===== src/rtl/serial_deser_pkg.sv =====
// Shared definitions for the serial link: bit-order selectors and the
// output-stage state type used by the receiver.
package serial_deser_pkg;

  // Bit order on the wire; the transmitter uses the same encoding.
  localparam int DIR_LSB_FIRST = 0;
  localparam int DIR_MSB_FIRST = 1;

  // Output holding stage: empty, or holding one unconsumed word.
  typedef enum logic {
    OUT_EMPTY = 1'b0,
    OUT_FULL  = 1'b1
  } out_state_t;

endpackage


===== src/rtl/serial_deser_out_stage.sv =====
// One-word valid/ready holding stage for the deserializer. A completed
// word is accepted when the stage is empty or is being drained on the same
// edge. Otherwise the new word is dropped and the sticky overrun flag is set.
module deser_out_stage
  import serial_deser_pkg::*;
#(
  parameter int WIDTH = 8
) (
  input  logic             clk,
  input  logic             rst,
  input  logic [WIDTH-1:0] word,
  input  logic             word_done,
  input  logic             m_ready,
  input  logic             ovr_clr,
  output logic [WIDTH-1:0] m_data,
  output logic             m_valid,
  output logic             overrun
);

  out_state_t       state_reg, state_next;
  logic [WIDTH-1:0] data_reg;
  logic             overrun_reg;
  logic             load;
  logic             set_ovr;

  // State register for the holding-stage FSM.
  always_ff @(posedge clk or posedge rst) begin
    if (rst) state_reg <= OUT_EMPTY;
    else     state_reg <= state_next;
  end

  // Next state, word load and overrun detection.
  always_comb begin
    state_next = state_reg;
    load       = 1'b0;
    set_ovr    = 1'b0;
    case (state_reg)
      OUT_EMPTY: begin
        if (word_done) begin
          load       = 1'b1;
          state_next = OUT_FULL;
        end
      end
      OUT_FULL: begin
        if (word_done) begin
          // Drained and refilled on the same edge: no bubble.
          if (m_ready) load    = 1'b1;
          else         set_ovr = 1'b1;
        end else if (m_ready) begin
          state_next = OUT_EMPTY;
        end
      end
      default: state_next = OUT_EMPTY;
    endcase
  end

  // Word register; it only changes on a load, so it is stable while stalled.
  always_ff @(posedge clk or posedge rst) begin
    if (rst)       data_reg <= '0;
    else if (load) data_reg <= word;
  end

  // Sticky overrun flag. A set on the same edge as a clear takes priority.
  always_ff @(posedge clk or posedge rst) begin
    if (rst)          overrun_reg <= 1'b0;
    else if (set_ovr) overrun_reg <= 1'b1;
    else if (ovr_clr) overrun_reg <= 1'b0;
  end

  assign m_data  = data_reg;
  assign m_valid = (state_reg == OUT_FULL);
  assign overrun = overrun_reg;

endmodule


===== src/rtl/serial_deser.sv =====
// Serial-to-parallel receiver. Qualified bits are shifted into a word
// register. On the WIDTH-th bit, the completed word (including that bit)
// goes straight into the one-word output stage. A sync strobe realigns the
// word boundary.
module serial_deser
  import serial_deser_pkg::*;
#(
  parameter int WIDTH = 8,
  parameter int DIR   = DIR_LSB_FIRST
) (
  input  logic                     clk,
  input  logic                     rst,
  input  logic                     bit_in,
  input  logic                     bit_valid,
  input  logic                     sync,
  output logic [WIDTH-1:0]         m_data,
  output logic                     m_valid,
  input  logic                     m_ready,
  output logic                     overrun,
  input  logic                     ovr_clr,
  output logic [$clog2(WIDTH)-1:0] bit_cnt
);

  localparam int CW = $clog2(WIDTH);

  logic [WIDTH-1:0] sr_reg, sr_next;
  logic [CW-1:0]    cnt_reg, cnt_next;
  logic [WIDTH-1:0] shifted;  // sr_reg with bit_in shifted in
  logic [WIDTH-1:0] fresh;    // bit_in as the first bit of an empty word
  logic             word_done;

  // Bit order is fixed at elaboration. The first received bit always ends
  // up at the position the transmitter shifted it out of.
  generate
    if (DIR == DIR_LSB_FIRST) begin : g_lsb_first
      assign shifted = {bit_in, sr_reg[WIDTH-1:1]};
      assign fresh   = {bit_in, {(WIDTH-1){1'b0}}};
    end else begin : g_msb_first
      assign shifted = {sr_reg[WIDTH-2:0], bit_in};
      assign fresh   = {{(WIDTH-1){1'b0}}, bit_in};
    end
  endgenerate

  // Next shift-register and counter values, and word-completion detection.
  always_comb begin
    sr_next   = sr_reg;
    cnt_next  = cnt_reg;
    word_done = 1'b0;
    if (bit_valid) begin
      if (sync) begin
        // Discard the partial word; this bit starts a new one.
        sr_next  = fresh;
        cnt_next = CW'(1);
      end else begin
        sr_next = shifted;
        if (cnt_reg == CW'(WIDTH - 1)) begin
          cnt_next  = '0;
          word_done = 1'b1;
        end else begin
          cnt_next = cnt_reg + CW'(1);
        end
      end
    end
  end

  // Shift register and bit counter. These never stall on back-pressure.
  always_ff @(posedge clk or posedge rst) begin
    if (rst) begin
      sr_reg  <= '0;
      cnt_reg <= '0;
    end else begin
      sr_reg  <= sr_next;
      cnt_reg <= cnt_next;
    end
  end

  assign bit_cnt = cnt_reg;

  deser_out_stage #(
    .WIDTH (WIDTH)
  ) u_out_stage (
    .clk       (clk),
    .rst       (rst),
    .word      (sr_next),
    .word_done (word_done),
    .m_ready   (m_ready),
    .ovr_clr   (ovr_clr),
    .m_data    (m_data),
    .m_valid   (m_valid),
    .overrun   (overrun)
  );

endmodule


===== config.mk =====
export PLATFORM = sky130hd
export DESIGN_NAME = serial_deser
export DESIGN_NICKNAME = d
export VERILOG_FILES = /design/src/rtl/serial_deser_pkg.sv /design/src/rtl/serial_deser_out_stage.sv /design/src/rtl/serial_deser.sv
export SDC_FILE = /design/constraint.sdc
export NUM_CORES = 1
export LEC_CHECK = 0
export BUFFER_PORTS_ARGS = -buffer_cell sky130_fd_sc_hd__buf_2
export CORE_MARGIN = 2
export CORE_UTILIZATION = 51
export DETAILED_ROUTE_END_ITERATION = 8
export HOLD_SLACK_MARGIN = 0.03
export PLACE_DENSITY_LB_ADDON = 0.05
export SLEW_MARGIN = 10
export SYNTH_ARGS = -nofsm -noshare
export SYNTH_HDL_FRONTEND = slang
export SYNTH_SLANG_ARGS = --single-unit

===== constraint.sdc =====
create_clock -name clk -period 2.27 [get_ports clk]
set_clock_uncertainty 0.2 [all_clocks]
set_input_delay 0.227 -clock clk [delete_from_list [all_inputs] [get_ports clk]]
set_output_delay 0.227 -clock clk [all_outputs]
set_load 0.05 [all_outputs]

==> summary.txt <==
Drt
  • Vias per cell: 5.10
  • DRC viols: 0
  • Post-Route WL: 1370 um
  • DR pass1 iterations: 4
  • Via count of the routed design: 530
  • Antenna-violating nets left: 0
  • Drt wl/cell: 13.2 um
  • DR iter-0 viols: 5

Synth
  • Post-synth cell types: 17
  • Synth Cell Area: 887 sq um
  • Register area share after synthesis: 59.2%
  • Cells after synthesis: 62
  • Ys Warns: 0
  • Yosys reg bits: 21
  • Post-Syn Area per Cell: 14.3 sq um
  • Syn_nets: 71

Placement
  • DPL Wire Length: 941 um
  • GPL Wtd Cong: 0.686
  • # port buffers: 19
  • Post-Place Cell Area: 970 sq um

Timing
  • Max Clk Rate: 0.544 GHz
  • RSZ-0062 raised after global routing: false
  • Final Cycle Share: 81.0%
  • Final Hold Viols: 0
  • Final TNS setup: 0 ps
  • Slew @ Worst Pin: 740 ps
  • Max Slew Vio Count: 0
  • Setup Viol. Count Final: 0
  • Slew HR: 50.6%
  • Final min period: 1840 ps

Die
  • Core area: 0.00169 sq mm
  • FP Rows: 15
  • Initial Utilization: 52.5%
  • Die Y: 45.7 um
  • # IOs: 20
  • Die Wd: 45.7 um
  • DIE AREA: 0.00209 sq mm

Layout
  • Fillcell total: 137
  • Area grow syn2layout: 18.1%
  • # diodes: 0
  • Design Area, Final: 0.00105 sq mm
  • # nets final: 97
  • Storage element area: 526 sq um
  • Multi-input logic area: 309 sq um
  • Layout cells sized above 1: 39.1%

Critical path
  • Largest delay share family, worst path: buffers and inverters
  • CP endpoint kind: flip-flop
  • Worst setup path class: input port to flip-flop
  • Crit start category: input port
  • Worst Path Buf+Inv: 2
  • Critical-path cell list: dlygate4sd3_1 -> buf_2 -> nor2b_4 -> and3_4 -> mux2_4
  • Crit-path slowest cell: dlygate4sd3_1
  • Slowest cell delay on critical path: 530 ps
  • Worst EP arrival: 1840 ps
  • Crit path max fanout: 10
  • Worst path required time: 2270 ps

Power
  • Cell-internal power: 522 uW
  • Switching Share: 31.6%
  • Logic pwr share: 22.1%
  • Pwr dens: 729 mW/mm^2
  • Peak VDD IR: 0.492 mV
  • Sw Pwr: 241 uW
  • Pwr Total: 763 uW
  • P_leak: 0.000557 uW
  • Reg power frac: 54.6%
  • Clock power frac: 23.3%

Clock tree
  • Hold_buf cts: 5
  • CTS tree: built
  • CTS Buf Count: 3
  • Post-CTS Resized: 0
  • Clock insertion delay at the later pin of the skew report: 300 ps
  • Clock-pin slew on the worst setup and hold paths: 110 ps
  • Clk sinks: 21
  • Maximum root-to-sink buffer count: 2
  • Root buffer cell: clkbuf_4
  • Setup Buffers After CTS: 0
  • H-tree lvl count: 1

Global route
  • Vias in the first global route: 496
  • Largest net degree at the start of global routing: 22
  • GRT Util Overall: 15.7%
  • Gr ovfl total: 0
  • Antenna violations before repair: 0
  • First-pass GRT wire length: 2210 um

Flow run
  • MaxCap Viol Count: 0

Outcome
  • Outcome: finished clean

Min path
  • Hold Path Class: input port to flip-flop
-- cell type report --
type,instances,share of cell area (%)
flip-flops and latches,21,50.2
multi-input cells,33,29.5
repair buffers,24,13.9
clock buffers,3,2.15
well taps,17,2.03
inverters,5,1.79
clock inverters,1,0.478
-- final timing paths --
check | start | endpoint | slack (ps) | cells after the start
max reg2reg | bit_cnt[0]$_DFFE_PP0P_ | u_out_stage.m_data[7]$_DFFE_PP0P_ | 590 | 4
min reg2reg | u_out_stage.m_data[4]$_DFFE_PP0P_ | u_out_stage.m_data[4]$_DFFE_PP0P_ | 320 | 1
max | bit_valid | u_out_stage.m_data[7]$_DFFE_PP0P_ | 430 | 5
max in group asynchronous | rst | u_out_stage.overrun$_DFFE_PP0P_ | 1030 | 3
min in group asynchronous | rst | u_out_stage.m_data[3]$_DFFE_PP0P_ | 380 | 3
min | m_ready | u_out_stage.m_valid$_DFF_PP0_ | 30 | 3
-- kinds of logic (layout without fill, tap and decap cells) --
kind of cell | after synthesis | count (layout) | synth area share (%)
flops | 21 | 21 | 59.2
compound gates | 11 | 11 | 9.17
simple gates | 11 | 11 | 8.04
mux | 9 | 9 | 14.8
buf+inv | 8 | 33 | 5.92
fa+ha+maj | 2 | 2 | 2.82
-- layer usage --
metal  GRT usage, %  vias up  part of all wire (%)
li1               -      263                     -
met1           20.7      251                    47
met2           23.1       14                    48
met3           3.57        2                   3.6
met4           10.3        0                  0.95
met5              0        -                     0
-- metrics by stage --
step	util, %	std cells	setup WS [ps]	hold slack (ps)
detailed placement	57.4	95	610	202
floorplan	-	62	303	3.53
global route	62.0	104	400	59.5
CTS	62.0	104	462	30.9
finish	62.0	104	430	30.6
global placement	57.4	95	604	191
-- layout by cell type (no fill, tap or decap) --
cell            n
a21oi_1         1
a22o_1          6
and3_4          1
buf_2          19
clkbuf_4        3
clkinv_2        1
dfrtp_1        21
dlygate4sd3_1   5
ha_1            2
inv_1           5
mux2_2          1
mux2_4          8
nand2_1         2
nand2b_1        2
nand3b_1        2
nor2_1          3
nor2b_4         1
o21ai_0         2
o22ai_1         1
o31ai_1         1
-- synthesized netlist by cell type --
master    instances  area share [%]
a21oi_1           1            0.56
a22o_1            6             5.9
and3_4            1             1.3
buf_6             3             3.8
dfrtp_1          21              59
ha_1              2             2.8
inv_1             5             2.1
mux2_2            1             1.3
mux2_4            8              14
nand2_1           2            0.85
nand2b_1          2             1.4
nand3b_1          2             1.7
nor2_1            3             1.3
nor2b_4           1             1.6
o21ai_0           2             1.1
o22ai_1           1            0.71
o31ai_1           1            0.85
-- power groups by stage --
stage	clock network, uW	logic, uW	registers [uW]
after global routing	199	183	422
after CTS	185	170	417
after floorplan	0	59.0	494
after detailed placement	0	163	424
final	178	169	417
after global placement	0	163	425
-- tightest hold or removal path, cell delays in order --
cell      delay, ps
buf_2            70
nand2b_1        140
nand2_1          60
Power figures use the tool's default switching activity.
